## config.mk

```make
export PLATFORM = sky130hd
export DESIGN_NAME = mem_access_master
export DESIGN_NICKNAME = d
export VERILOG_FILES = /design/src/rtl/mem_access_pkg.sv /design/src/rtl/mem_access_align.sv /design/src/rtl/mem_access_master.sv
export SDC_FILE = /design/constraint.sdc
export NUM_CORES = 1
export LEC_CHECK = 0
export CAP_MARGIN = 40
export CORE_MARGIN = 1
export CORE_UTILIZATION = 49
export CTS_CLUSTER_DIAMETER = 150
export CTS_CLUSTER_SIZE = 12
export DETAILED_ROUTE_END_ITERATION = 16
export GPL_TIMING_DRIVEN = 0
export PLACE_DENSITY = 0.83
export SLEW_MARGIN = 0
export SYNTH_ARGS = -nofsm -noshare
export SYNTH_HDL_FRONTEND = slang
export SYNTH_SLANG_ARGS = --single-unit
```

## constraint.sdc

```tcl
create_clock -name clk -period 10.9 [get_ports clk]
set_clock_uncertainty 0.2 [all_clocks]
set_input_delay 2.18 -clock clk [delete_from_list [all_inputs] [get_ports clk]]
set_output_delay 2.18 -clock clk [all_outputs]
set_load 0.05 [all_outputs]
```

## src/rtl/mem_access_pkg.sv

```systemverilog
// Shared encodings and FSM state type for the load/store memory initiator.
package mem_access_pkg;

   localparam logic [1:0]  SIZE_BYTE = 2'b00;
   localparam logic [1:0]  SIZE_HALF = 2'b01;
   localparam logic [1:0]  SIZE_WORD = 2'b10;

   localparam logic [31:0] MEM_START_ADDRESS = 32'h0100_0000;

   typedef enum logic [1:0] {
      ST_IDLE,
      ST_READ,
      ST_WRITE,
      ST_RESP
   } state_t;

   // 2'b11 decodes as a word access.
   function automatic logic is_word(input logic [1:0] size);
      return size[1];
   endfunction

   function automatic logic is_misaligned(input logic [1:0] size, input logic [1:0] addr_lo);
      return is_word(size) ? (addr_lo != 2'b00) : ((size == SIZE_HALF) && addr_lo[0]);
   endfunction

endpackage

```

## src/rtl/mem_access_align.sv

```systemverilog
// Load extension and sub-word store merge; the memory returns the addressed byte in
// bits [7:0], so no lane shifting is needed.
module mem_access_align
   import mem_access_pkg::*;
(
   input  logic [1:0]  size,
   input  logic        zero_ext,
   input  logic [31:0] raw,
   input  logic [31:0] wdata,
   output logic [31:0] load_data,
   output logic [31:0] store_data
);

   logic sign_b;
   logic sign_h;

   assign sign_b = raw[7] & ~zero_ext;
   assign sign_h = raw[15] & ~zero_ext;

   always_comb begin
      load_data  = raw;
      store_data = wdata;
      case (size)
         SIZE_BYTE: begin
            load_data  = {{24{sign_b}}, raw[7:0]};
            store_data = {raw[31:8], wdata[7:0]};
         end
         SIZE_HALF: begin
            load_data  = {{16{sign_h}}, raw[15:0]};
            store_data = {raw[31:16], wdata[15:0]};
         end
         SIZE_WORD: begin
            load_data  = raw;
            store_data = wdata;
         end
         default: begin
            load_data  = raw;
            store_data = wdata;
         end
      endcase
   end

endmodule

```

## src/rtl/mem_access_master.sv

```systemverilog
// Load/store initiator owning the byte-addressed memory port.
// Optional misalignment trap: MEM_ACCESS_MISALIGN_CHECK_EN.
//
// state    | meaning
// ST_IDLE  | ready for a request, memory port quiet
// ST_READ  | memory addressed for a load or the old word of a sub-word store
// ST_WRITE | one-cycle write of the full or merged word
// ST_RESP  | one-cycle completion pulse
module mem_access_master
   import mem_access_pkg::*;
#(
   parameter int ADDR_W = 32,
   parameter int DATA_W = 32
) (
   input  logic              clk,
   input  logic              reset,
   input  logic              req_valid,
   output logic              req_ready,
   input  logic              req_write,
   input  logic [1:0]        req_size,
   input  logic              req_unsigned,
   input  logic [ADDR_W-1:0] req_addr,
   input  logic [DATA_W-1:0] req_wdata,
   output logic              rsp_valid,
   output logic [DATA_W-1:0] rsp_rdata,
   output logic              rsp_error,
   output logic [ADDR_W-1:0] mem_address,
   output logic [DATA_W-1:0] mem_data_in,
   output logic              mem_w_enable,
   input  logic [DATA_W-1:0] mem_data_out
);

   state_t      state;
   state_t      state_nxt;
   logic        accept;
   logic        misalign;
   logic        lat_write;
   logic [1:0]  lat_size;
   logic        lat_zext;
   logic [DATA_W-1:0] lat_wdata;
   logic [DATA_W-1:0] load_data;
   logic [DATA_W-1:0] store_data;

   assign accept = (state == ST_IDLE) && req_valid;

`ifdef MEM_ACCESS_MISALIGN_CHECK_EN
   logic err_q;

   assign misalign  = is_misaligned(req_size, req_addr[1:0]);
   assign rsp_error = (state == ST_RESP) && err_q;

   always_ff @(posedge clk or posedge reset) begin
      if (reset) begin
         err_q <= 1'b0;
      end else if (accept) begin
         err_q <= misalign;
      end
   end
`else
   assign misalign  = 1'b0;
   assign rsp_error = 1'b0;
`endif

   always_ff @(posedge clk or posedge reset) begin
      if (reset) begin
         state <= ST_IDLE;
      end else begin
         state <= state_nxt;
      end
   end

   always_comb begin
      state_nxt = state;
      case (state)
         ST_IDLE: begin
            if (req_valid) begin
               if (misalign) begin
                  state_nxt = ST_RESP;
               end else if (req_write && is_word(req_size)) begin
                  state_nxt = ST_WRITE;
               end else begin
                  state_nxt = ST_READ;
               end
            end
         end
         ST_READ:  state_nxt = lat_write ? ST_WRITE : ST_RESP;
         ST_WRITE: state_nxt = ST_RESP;
         ST_RESP:  state_nxt = ST_IDLE;
         default:  state_nxt = ST_IDLE;
      endcase
   end

   // Moore outputs; the write strobe clears asynchronously with the state register.
   assign req_ready    = (state == ST_IDLE);
   assign rsp_valid    = (state == ST_RESP);
   assign mem_w_enable = (state == ST_WRITE);

   mem_access_align u_align (
      .size       (lat_size),
      .zero_ext   (lat_zext),
      .raw        (mem_data_out),
      .wdata      (lat_wdata),
      .load_data  (load_data),
      .store_data (store_data)
   );

   always_ff @(posedge clk or posedge reset) begin
      if (reset) begin
         lat_write   <= 1'b0;
         lat_size    <= SIZE_BYTE;
         lat_zext    <= 1'b0;
         lat_wdata   <= '0;
         mem_address <= '0;
         mem_data_in <= '0;
         rsp_rdata   <= '0;
      end else begin
         if (accept) begin
            lat_write <= req_write;
            lat_size  <= req_size;
            lat_zext  <= req_unsigned;
            lat_wdata <= req_wdata;
            // a trapped request leaves the memory port untouched
            if (!misalign) begin
               mem_address <= req_addr;
            end else begin
               rsp_rdata <= '0;
            end
            if (req_write && is_word(req_size)) begin
               mem_data_in <= req_wdata;
            end
         end
         if (state == ST_READ) begin
            if (lat_write) begin
               mem_data_in <= store_data;
            end else begin
               rsp_rdata <= load_data;
            end
         end
         if (state == ST_WRITE) begin
            rsp_rdata <= '0;
         end
      end
   end

endmodule

```

-- Word level (Yosys, flattened, before mapping)
Cells that the tools add are included.
- output and inout bits: 100
- flip-flop bits (word level): 134
- latch bits: 0
- memory bits (read-only): 0
- word-level logic and storage cells: 36
- memory bits (writable): 0
- memories kept: 0
- eq/ne operators: 6
- shifts and indexed selects: 0
- div/mod/pow operators: 0
- mux-type cells: 13
- order comparisons: 0
- reductions and logical operators: 6
- multiply operators: 0
- bitwise logic cells: 3
- add/sub/neg operators: 0
- operator list (operator ; number):
    two-way mux 32 bit ; 7
    case mux 32 bit (2 select lines) ; 2
    case mux 2 bit (4 select lines) ; 1
    equality test 2 x 1 -> 1 bit (second input constant) ; 2
    equality test 2 bit (second input constant) ; 2
    logical NOT 2 bit ; 2
    two-way mux 2 bit ; 2
    inequality test 2 bit (second input constant) ; 2
    AND 1 bit ; 2
    logical AND 1 bit ; 2
    AND reduction 2 bit ; 1
    nonzero test 2 bit ; 1
    two-way mux 1 bit ; 1
    inverter 1 bit ; 1

-- Logic depth before layout (Yosys ltp)
Gate-level depths: netlist (run 1).
- depth after elaboration: 6
- gate-level depth with buffers: 7

-- Hierarchy
A second synthesis (run 1) with hierarchy kept.
- cell total of the unflattened synthesis: 498
- area, all modules: 6273.5 um2
- modules (own cells, without submodules) (module ; area an instance (um2) ; sequential area each (um2) ; instances ; cells an instance):
    mem_access_master ; 5547.8 ; 3353.2 ; 1 ; 405
    mem_access_align ; 725.7 ; 0.0 ; 1 ; 93

-- Worst setup path before layout (run 1)
No wires, ideal clock.
- path type: in2reg
- start: input req_valid
- end: register lat_size[1]
- arrival time: 3.223 ns
- data required time: 10.575 ns
- stages on the path: 4
- slack: 7.353 ns
- library setup time: 0.125 ns
- cells stage by stage: nand2_1 > buf_1 > buf_2 > mux2_2
- cells in the longest elaborated chain, start to end: 1
- ends and longest elaborated chain (element ; RTL line ; source):
    from (decl) ; mem_access_master.sv:17 ; input logic req_valid,
    logical AND 1 bit ; mem_access_master.sv:44 ; assign accept = (state == ST_IDLE) && req_valid;
    to (signal assigned) ; mem_access_master.sv:119 ; lat_size <= req_size;
    to (decl) ; mem_access_master.sv:38 ; logic [1:0] lat_size;
No other way between the ends.
A chain may end at the register's enable or synchronous reset.

-- Final worst setup path (run 1)
- start: register state[0]
- end: output mem_w_enable
- cells in the longest elaborated chain, start to end: 1
- ends and longest elaborated chain (element ; RTL line ; source):
    from (decl) ; mem_access_master.sv:33 ; state_t state;
    from (signal assigned) ; mem_access_master.sv:68 ; state <= state_nxt;
    equality test 2 bit ; mem_access_master.sv:96 ; assign mem_w_enable = (state == ST_WRITE);
    to (decl) ; mem_access_master.sv:29 ; output logic mem_w_enable,
No other way between the ends.

==> results.tsv, run 1 <==
stage	metric	value	unit
placed_design	dpl hpwl	11700	um
clock_network	Clock transition at path regs	0.05	ns
grt	largest net degree at the start of global routing	69	
grt	first-pass GRT wire length	25000	um
sta	Least-Margin Pin Slew	0.780	ns
power	leakage power	0.00372	uW
floorplanning	Die Ht	110	um
finish	most common cell after layout, fill and taps aside	clkdlybuf4s50_1	
clock_network	CTS Buffer Depth	2	
finish	share of cells above drive strength 1	17.1	%
clock_network	TritonCTS clock tree	done	
yosys	ys async rst share	100	%
power	peak supply drop	243	uV
worst_hold_path	Hold Path Class	reg -> reg	
clock_network	Inserted Clock Buffers	17	
placed_design	pre-CTS setup slack	6.57	ns
sta	Hold WS	0.290	ns
sta	final worst slack	6.45	ns
finish	final net count	781	
route	via count	4725	
sta	fin crit share	40.9	%
placed_design	Port Buffers	201	
finish	Syn-to-layout area delta	47.9	%
yosys	register area share after synthesis	58.4	%
yosys	Distinct cells, synth	35	
placed_design	Routability Congestion	0.804	
power	PD cells	364	nW/um^2
finish	Final Core Density	74.4	%
floorplanning	Die X	110	um
route	Routed WL	16500	um
yosys	Mean Syn Cell Area	12.7	sq um
setup_path	crit end category	output port	
status	status	complete, no violations	
clock_network	Post-CTS Setup Repair Bufs	0	
route	drt via density	5.71	
sta	Max Transition Viols Final	0	
flow_run	max_cap viols	0	
yosys	register bit total from synthesis	134	
clock_network	Hold Buf Count CTS	0	
sta	fmax	0.224	GHz
floorplanning	io pins	203	
clock_network	clk_lat worst skew	0.41	ns
clock_network	CTS Sinks	134	
grt	gr usage total	28.0	%
route	initial DRC count	257	
sta	Hold Fails Final Rpt	0	
floorplanning	core footprint	11400	sq um
finish	most frequent cells in the layout	clkdlybuf4s50_1, dfrtp_1, mux2_2	
clock_network	H-tree Lvls	4	
route	Final ANT Viol Nets	0	
setup_path	Reg2Reg Depth	6	
sta	RSZ-0062 raised after global routing	false	
floorplanning	die area	12200	sq um
route	number of iterations in the first detailed-routing pass	5	
yosys	cells after synthesis	452	
grt	total congestion overflow	0	
sta	minimum clock period	4.45	ns
floorplanning	initial core utilization	50.3	%
yosys	Synthesis Warnings	0	
sta	TNS Setup	0	ns
floorplanning	Rows	39	
grt	initial antenna violation count	0	
setup_path	critical setup path kind	reg -> out	
clock_network	Root Driver	clkbuf_16	
setup_path	CP required	8.52	ns
route	WL per Instance	19.9	um
setup_path	WP data arrival	2.07	ns
route	DRC Markers	0	
yosys	dominant synthesized flop cell	dfrtp_1	
setup_path	largest fanout on the critical path	5	
clock_network	PostCTS Resize Cnt	0	
yosys	post-synthesis net count	560	
sta	Slew HR	47.9	%
worst_hold_path	Worst Hold Path Cells	1	
yosys	Post-synth EDFFs	0	
yosys	Post-Syn Area	5740	sq um
grt	vias in the first global route	4914	
sta	Final setup violation count	0	
finish	diodes inserted	0	
setup_path	startpoint types	register	
[metrics by stage]
stage	total power [uW]	std cells	instance area, sq um
floorplan	2010	452	5740
global route	3230	827	8500
global placement	2510	796	7930
CTS	3100	827	8500
detailed placement	2580	797	7970
finish	3090	827	8500
[cells by family after synthesis]
family          share of synthesized area (%)
compound gates                           10.2
mux                                      17.7
simple gates                             9.50
flops                                    58.4
buf+inv                                  3.03
fa+ha+maj                                1.09
other cells                            0.0653
[synth_stat cells, types with 2 or more instances]
cell type	n	area, sq um
a21oi_1	8	40.0
mux2_2	68	766
and3_1	16	100
buf_2	4	20.0
nand2b_1	2	12.5
clkbuf_1	23	86.3
a211o_2	10	100
nor2_1	9	33.8
ha_1	5	62.6
mux2i_1	25	250
nand3_1	49	245
buf_1	6	22.5
a22o_1	8	70.1
o2bb2ai_1	8	70.1
inv_1	4	15.0
a211o_1	6	52.6
dfrtp_1	134	3350
o211ai_1	24	180
a31oi_1	9	56.3
buf_6	2	22.5
nand2_1	18	67.6
[worst max-delay path, cell delays in order, from the launching register on]
cell             delay [ns]
dfrtp_1                0.40
inv_1                  0.14
ha_1                   0.26
clkdlybuf4s50_1        0.86
[report_power, final]
part	internal [uW]	switching [uW]
Clock	317	197
Combinational	641	1060
Sequential	741	138
Total	1700	1390
[registers in the layout (all words and copies together) (netlist names)]
register     cells
lat_size         2
lat_wdata       32
lat_write        1
lat_zext         1
mem_address     32
mem_data_in     32
rsp_rdata       32
state            2
[metal layers]
metal / share of wire, % / GRT usage [%] / vias to the layer above
li1: - / - / 2100
met1: 40 / 34.0 / 2392
met2: 51 / 46.5 / 198
met3: 6.5 / 7.11 / 35
met4: 2.9 / 13.7 / 0
met5: 0 / 0 / -
[layout make-up]
cell class,count,area [sq um]
clock buffers,26,509
inverters,4,20.0
clock inverters,4,20.0
repair buffers,202,2040
plain buffers,36,159
well taps,143,179
flip-flops and latches,134,3350
fillers,752,2920
multi-input cells,278,2220
[worst paths after layout]
path | start | end | slack (ns)
min in group asynchronous | reset | mem_address[19] | 2.04
worst min-delay path | rsp_rdata[23] | rsp_rdata[23] | 0.29
worst min register to register | rsp_rdata[23] | rsp_rdata[23] | 0.29
worst max-delay path | state[0] | mem_w_enable | 6.45
max in group asynchronous | reset | mem_data_in[17] | 7.71
worst max register to register | state[1] | rsp_rdata[16] | 8.35
Power figures use the tool's default switching activity.
==> run 2, diff against run 1 <==
--- a/config.mk
+++ b/config.mk
@@ -7,12 +7,12 @@
 export LEC_CHECK = 0
 export CAP_MARGIN = 40
 export CORE_MARGIN = 1
-export CORE_UTILIZATION = 49
+export CORE_UTILIZATION = 41
 export CTS_CLUSTER_DIAMETER = 150
 export CTS_CLUSTER_SIZE = 12
 export DETAILED_ROUTE_END_ITERATION = 16
 export GPL_TIMING_DRIVEN = 0
-export PLACE_DENSITY = 0.83
+export PLACE_DENSITY = 0.74
 export SLEW_MARGIN = 0
 export SYNTH_ARGS = -nofsm -noshare
 export SYNTH_HDL_FRONTEND = slang
==> constraint.sdc (replaced) <==
create_clock -name clk -period 3.8 [get_ports clk]
set_clock_uncertainty 0.2 [all_clocks]
set_input_delay 0.76 -clock clk [delete_from_list [all_inputs] [get_ports clk]]
set_output_delay 0.76 -clock clk [all_outputs]
set_load 0.05 [all_outputs]
==> run 2 against run 1 <==
Net effect: sequential power grew to 2.9 times the previous value; combinational power grew to 2.9 times the previous value; global-route usage fell by 4.6 points; final cell count rose by 4.5%; largest power group unchanged; highest routed layer unchanged; non-clock buffer count is 2 higher; sequential cell count stayed put; power rose to 3.0 times the previous value; sequential share of layout area shrank 0.90 points; clock-buffer cell count fell by 4; routed wire length shrank 0.49%.
==> results.tsv, run 2 (synthesis gave the netlist of run 1 again) <==
stage	metric	value	unit
status	status	complete, no violations	
sta	fin crit share	79.8	%
clock_network	CTS Buffer Depth	2	
worst_hold_path	hold endpoint	rsp_rdata[30]	
finish	final net count	783	
clock_network	PostCTS Resize Cnt	0	
setup_path	FF-to-FF End	rsp_rdata[16]	
floorplanning	Rows	42	
clock_network	CTS Sinks	134	
worst_hold_path	Hold Path Class	reg -> reg	
placed_design	Port Buffers	201	
floorplanning	io pins	203	
floorplanning	Die X	120	um
clock_network	Clock transition at path regs	0.06	ns
setup_path	FF-to-FF setup slack	1.26	ns
sta	minimum clock period	3.03	ns
clock_network	Hold Buf Count CTS	0	
finish	most frequent cells in the layout	clkdlybuf4s50_1, dfrtp_1, mux2_2	
placed_design	Routability Congestion	0.815	
sta	Hold WS	0.282	ns
finish	Final Core Density	64.6	%
route	via count	4618	
floorplanning	core footprint	13500	sq um
grt	vias in the first global route	4896	
clock_network	Root Driver	clkbuf_16	
placed_design	dpl hpwl	12100	um
sta	Hold Fails Final Rpt	0	
floorplanning	Die Ht	120	um
power	peak supply drop	629	uV
grt	total congestion overflow	0	
setup_path	R2R Path Start	state[0]	
setup_path	startpoint types	register	
route	WL per Instance	19.0	um
setup_path	largest fanout on the critical path	5	
setup_path	critical setup path kind	reg -> out	
route	number of iterations in the first detailed-routing pass	5	
grt	initial antenna violation count	0	
setup_path	crit end category	output port	
setup_path	Reg2Reg Depth	6	
worst_hold_path	HP Start	rsp_rdata[30]	
finish	share of cells above drive strength 1	17.6	%
finish	Syn-to-layout area delta	51.4	%
route	drt via density	5.34	
route	DRC Markers	0	
flow_run	max_cap viols	0	
clock_network	Inserted Clock Buffers	17	
clock_network	clk_lat worst skew	0.41	ns
sta	Final setup violation count	0	
sta	Max Transition Viols Final	0	
sta	TNS Setup	0	ns
power	Total Power	9190	uW
finish	most common cell after layout, fill and taps aside	clkdlybuf4s50_1	
clock_network	H-tree Lvls	4	
power	leakage power	0.00378	uW
sta	RSZ-0062 raised after global routing	false	
sta	Least-Margin Pin Slew	0.771	ns
route	Routed WL	16400	um
clock_network	TritonCTS clock tree	done	
clock_network	Post-CTS Setup Repair Bufs	0	
finish	diodes inserted	0	
route	initial DRC count	230	
setup_path	CP required	2.84	ns
grt	largest net degree at the start of global routing	40	
setup_path	WP data arrival	2.07	ns
floorplanning	die area	14500	sq um
sta	fmax	0.330	GHz
floorplanning	initial core utilization	42.7	%
worst_hold_path	Worst Hold Path Cells	1	
sta	Slew HR	48.5	%
route	Final ANT Viol Nets	0	
grt	gr usage total	23.4	%
grt	first-pass GRT wire length	25900	um
power	PD cells	1060	nW/um^2
## run 2: cell count changes in the layout (fill, tap and decap cells not counted)
cell,previous run,this run
buf_12,0,3
inv_6,1,0
bufinv_16,0,6
buf_16,1,0
clkbuf_8,5,1
clkinvlp_4,0,1
## run 2: cell type report
| class | instances | area (sq um) |
|---|---|---|
| Inverter | 4 | 18.8 |
| Timing Repair Buffer | 204 | 2070 |
| Fill cell | 1078 | 4760 |
| Clock inverter | 10 | 200 |
| Tap cell | 176 | 220 |
| Clock buffer | 22 | 454 |
| Multi-Input combinational cell | 278 | 2220 |
| Buffer | 36 | 159 |
| Sequential cell | 134 | 3350 |
## run 2: worst max-delay path by stage
| stage | to | slack (ns) | start |
|---|---|---|---|
| global placement | mem_data_in[6] | -0.03 | reset |
| CTS | mem_w_enable | 0.74 | state[0] |
| floorplan | lat_size[0] | 1.17 | reset |
| detailed placement | mem_address[30] | 0.79 | req_valid |
| finish | mem_w_enable | 0.77 | state[0] |
| global route | mem_w_enable | 0.69 | state[0] |
## run 2: layer usage
layer	wire [um]	track usage (%)	part of all wire [%]	vias to the layer above
met5	0	0	0	-
met4	197	7.18	1.2	0
met3	1180	7.12	7.2	13
met2	8070	38.1	49	172
met1	6960	29.8	42	2325
li1	-	-	-	2108
## run 2: where the power goes
group / internal, uW / switching (uW)
clock network: 1240 / 585
registers: 2130 / 388
logic: 1840 / 3010
## run 2: critical path: stages, from the launching register on
cell	delay, ns
dfrtp_1	0.40
inv_1	0.14
ha_1	0.26
clkdlybuf4s50_1	0.87
## run 2: metrics by stage
step                      worst slack [ns]  cells  instance area (sq um)
after floorplan                       1.17    452                   5750
after global placement             -0.0305    829                   7980
after detailed placement             0.792    832                   8040
after CTS                            0.744    864                   8690
after global routing                 0.689    864                   8690
final                                0.766    864                   8690
==> run 3, diff against run 2 <==
==> constraint.sdc (replaced) <==
create_clock -name clk -period 2.47 [get_ports clk]
set_clock_uncertainty 0.2 [all_clocks]
set_input_delay 0.494 -clock clk [delete_from_list [all_inputs] [get_ports clk]]
set_output_delay 0.494 -clock clk [all_outputs]
set_load 0.05 [all_outputs]
==> run 3 against run 2 <==
Net effect: highest routed layer unchanged; via count is 0.43% higher; die area stayed put; sequential cell count stayed put; largest power group unchanged; non-clock buffer count is 1 higher; first-iteration DRC count is 2.6% higher.
==> results.tsv, run 3 (synthesis gave the netlist of run 1 again) <==
stage	metric	value	unit
status	status	complete, no violations	
setup_path	worst-path cell chain	inv_1, ha_1, clkdlybuf4s15_2	
grt	total congestion overflow	0	
route	Final ANT Viol Nets	0	
setup_path	CP bufs+invs	2	
grt	initial antenna violation count	0	
finish	filler instances	1076	
floorplanning	io pins	203	
finish	share of cells above drive strength 1	18.6	%
floorplanning	initial core utilization	42.7	%
placed_design	dpl hpwl	12100	um
sta	fin crit share	94.6	%
placed_design	Routability Congestion	0.815	
grt	largest net degree at the start of global routing	40	
floorplanning	Rows	42	
clock_network	Inserted Clock Buffers	17	
power	PD cells	1620	nW/um^2
route	drt via density	5.36	
clock_network	CTS Buffer Depth	2	
finish	most frequent cells in the layout	clkdlybuf4s50_1, dfrtp_1, mux2_2	
setup_path	R2R Path Start	state[0]	
finish	post-route cell area	8700	sq um
sta	Max Transition Viols Final	0	
sta	final worst slack	0.132	ns
floorplanning	die area	14500	sq um
route	number of iterations in the first detailed-routing pass	4	
floorplanning	core footprint	13500	sq um
route	WL per Instance	19.0	um
sta	Final setup violation count	0	
finish	diodes inserted	0	
setup_path	FF-to-FF End	mem_data_in[15]	
clock_network	CTS Sinks	134	
worst_hold_path	Worst Hold Path Cells	1	
grt	first-pass GRT wire length	25900	um
placed_design	DP Cell Count	832	
placed_design	DP Area	8040	sq um
sta	Hold Fails Final Rpt	0	
setup_path	FF-to-FF setup slack	0.19	ns
worst_hold_path	HP Start	rsp_rdata[30]	
setup_path	WP data arrival	1.64	ns
floorplanning	Die X	120	um
setup_path	startpoint types	register	
power	leakage power	0.00380	uW
power	Total Power	14100	uW
clock_network	Clock transition at path regs	0.06	ns
finish	Syn-to-layout area delta	51.6	%
route	Routed WL	16500	um
sta	minimum clock period	2.34	ns
setup_path	slowest stage delay, CP	0.41	ns
clock_network	clk_lat worst skew	0.41	ns
route	DRC Markers	0	
setup_path	largest fanout on the critical path	5	
grt	vias in the first global route	4898	
clock_network	H-tree Lvls	4	
sta	Least-Margin Pin Slew	0.765	ns
sta	RSZ-0062 raised after global routing	false	
floorplanning	Die Ht	120	um
clock_network	TritonCTS clock tree	done	
sta	Slew HR	48.9	%
setup_path	CP required	1.78	ns
placed_design	Port Buffers	201	
finish	Final Non-Filler Cells	865	
sta	fmax	0.428	GHz
setup_path	critical setup path kind	reg -> out	
worst_hold_path	Hold Path Class	reg -> reg	
setup_path	crit end category	output port	
grt	gr usage total	23.4	%
placed_design	pre-CTS setup slack	-0.272	ns
finish	most common cell after layout, fill and taps aside	clkdlybuf4s50_1	
finish	final net count	784	
clock_network	Hold Buf Count CTS	0	
route	initial DRC count	236	
power	peak supply drop	969	uV
route	via count	4638	
flow_run	max_cap viols	0	
setup_path	slowest CP cell	clkdlybuf4s15_2	
clock_network	Root Driver	clkbuf_16	
worst_hold_path	hold endpoint	rsp_rdata[30]	
setup_path	critical path's top delay family	buffers and inverters	
sta	Hold WS	0.284	ns
setup_path	Reg2Reg Depth	7	
-- run 3: changes by cell type in the layout (fill, tap and decap cells not counted), sizes merged --
cell and change:
clkdlybuf4s50 -3, clkbuf +2, clkdlybuf4s15 +1, dlygate4sd2 +1
-- run 3: final cells by class --
| cell class | count | area [sq um] | share of cell area, % |
|---|---|---|---|
| flip-flops and latches | 134 | 3350 | 38.5 |
| multi-input cells | 278 | 2220 | 25.5 |
| repair buffers | 205 | 2070 | 23.8 |
| clock buffers | 22 | 454 | 5.22 |
| well taps | 176 | 220 | 2.53 |
| clock inverters | 10 | 200 | 2.30 |
| plain buffers | 36 | 163 | 1.87 |
| inverters | 4 | 18.8 | 0.216 |
-- run 3: worst max-delay path by stage --
stage               depth (start not counted)  slack, ns              end      start
floorplan                                   1       0.11      lat_size[0]      reset
global placement                            2      -1.09   mem_data_in[4]      reset
detailed placement                          5      -0.27  mem_address[30]  req_valid
CTS                                         3      0.003        req_ready   state[0]
global route                                7       0.04  mem_data_in[15]   state[0]
finish                                      3       0.13     mem_w_enable   state[0]
-- run 3: routing by layer --
| metal | GRT usage, % | vias up | wire [um] |
|---|---|---|---|
| met5 | 0 | - | 0 |
| met4 | 7.18 | 0 | 197 |
| met3 | 7.12 | 13 | 1130 |
| met2 | 38.1 | 167 | 8120 |
| met1 | 29.8 | 2349 | 7020 |
| li1 | - | 2109 | - |
-- run 3: power by group --
| part | internal, uW | switching (uW) |
|---|---|---|
| Combinational | 2830 | 4630 |
| Clock | 1910 | 902 |
| Sequential | 3270 | 600 |
| Total | 8010 | 6140 |
-- run 3: repair_timing --
| action | in CTS | in global routing |
|---|---|---|
| endpoints found under the setup margin | 20 | 27 |
| gates resized for setup | 8 | 4 |
| gates cloned | 0 | 0 |
| buffers inserted | 0 | 1 |
| pin swaps | 0 | 1 |
-- run 3: stage by stage --
step                      util [%]  TNS [ns]
final                         64.7         0
after global routing          64.7         0
after CTS                     64.7         0
after detailed placement      59.8     -5.31
after global placement        59.3   -149.38
after floorplan                  -         0
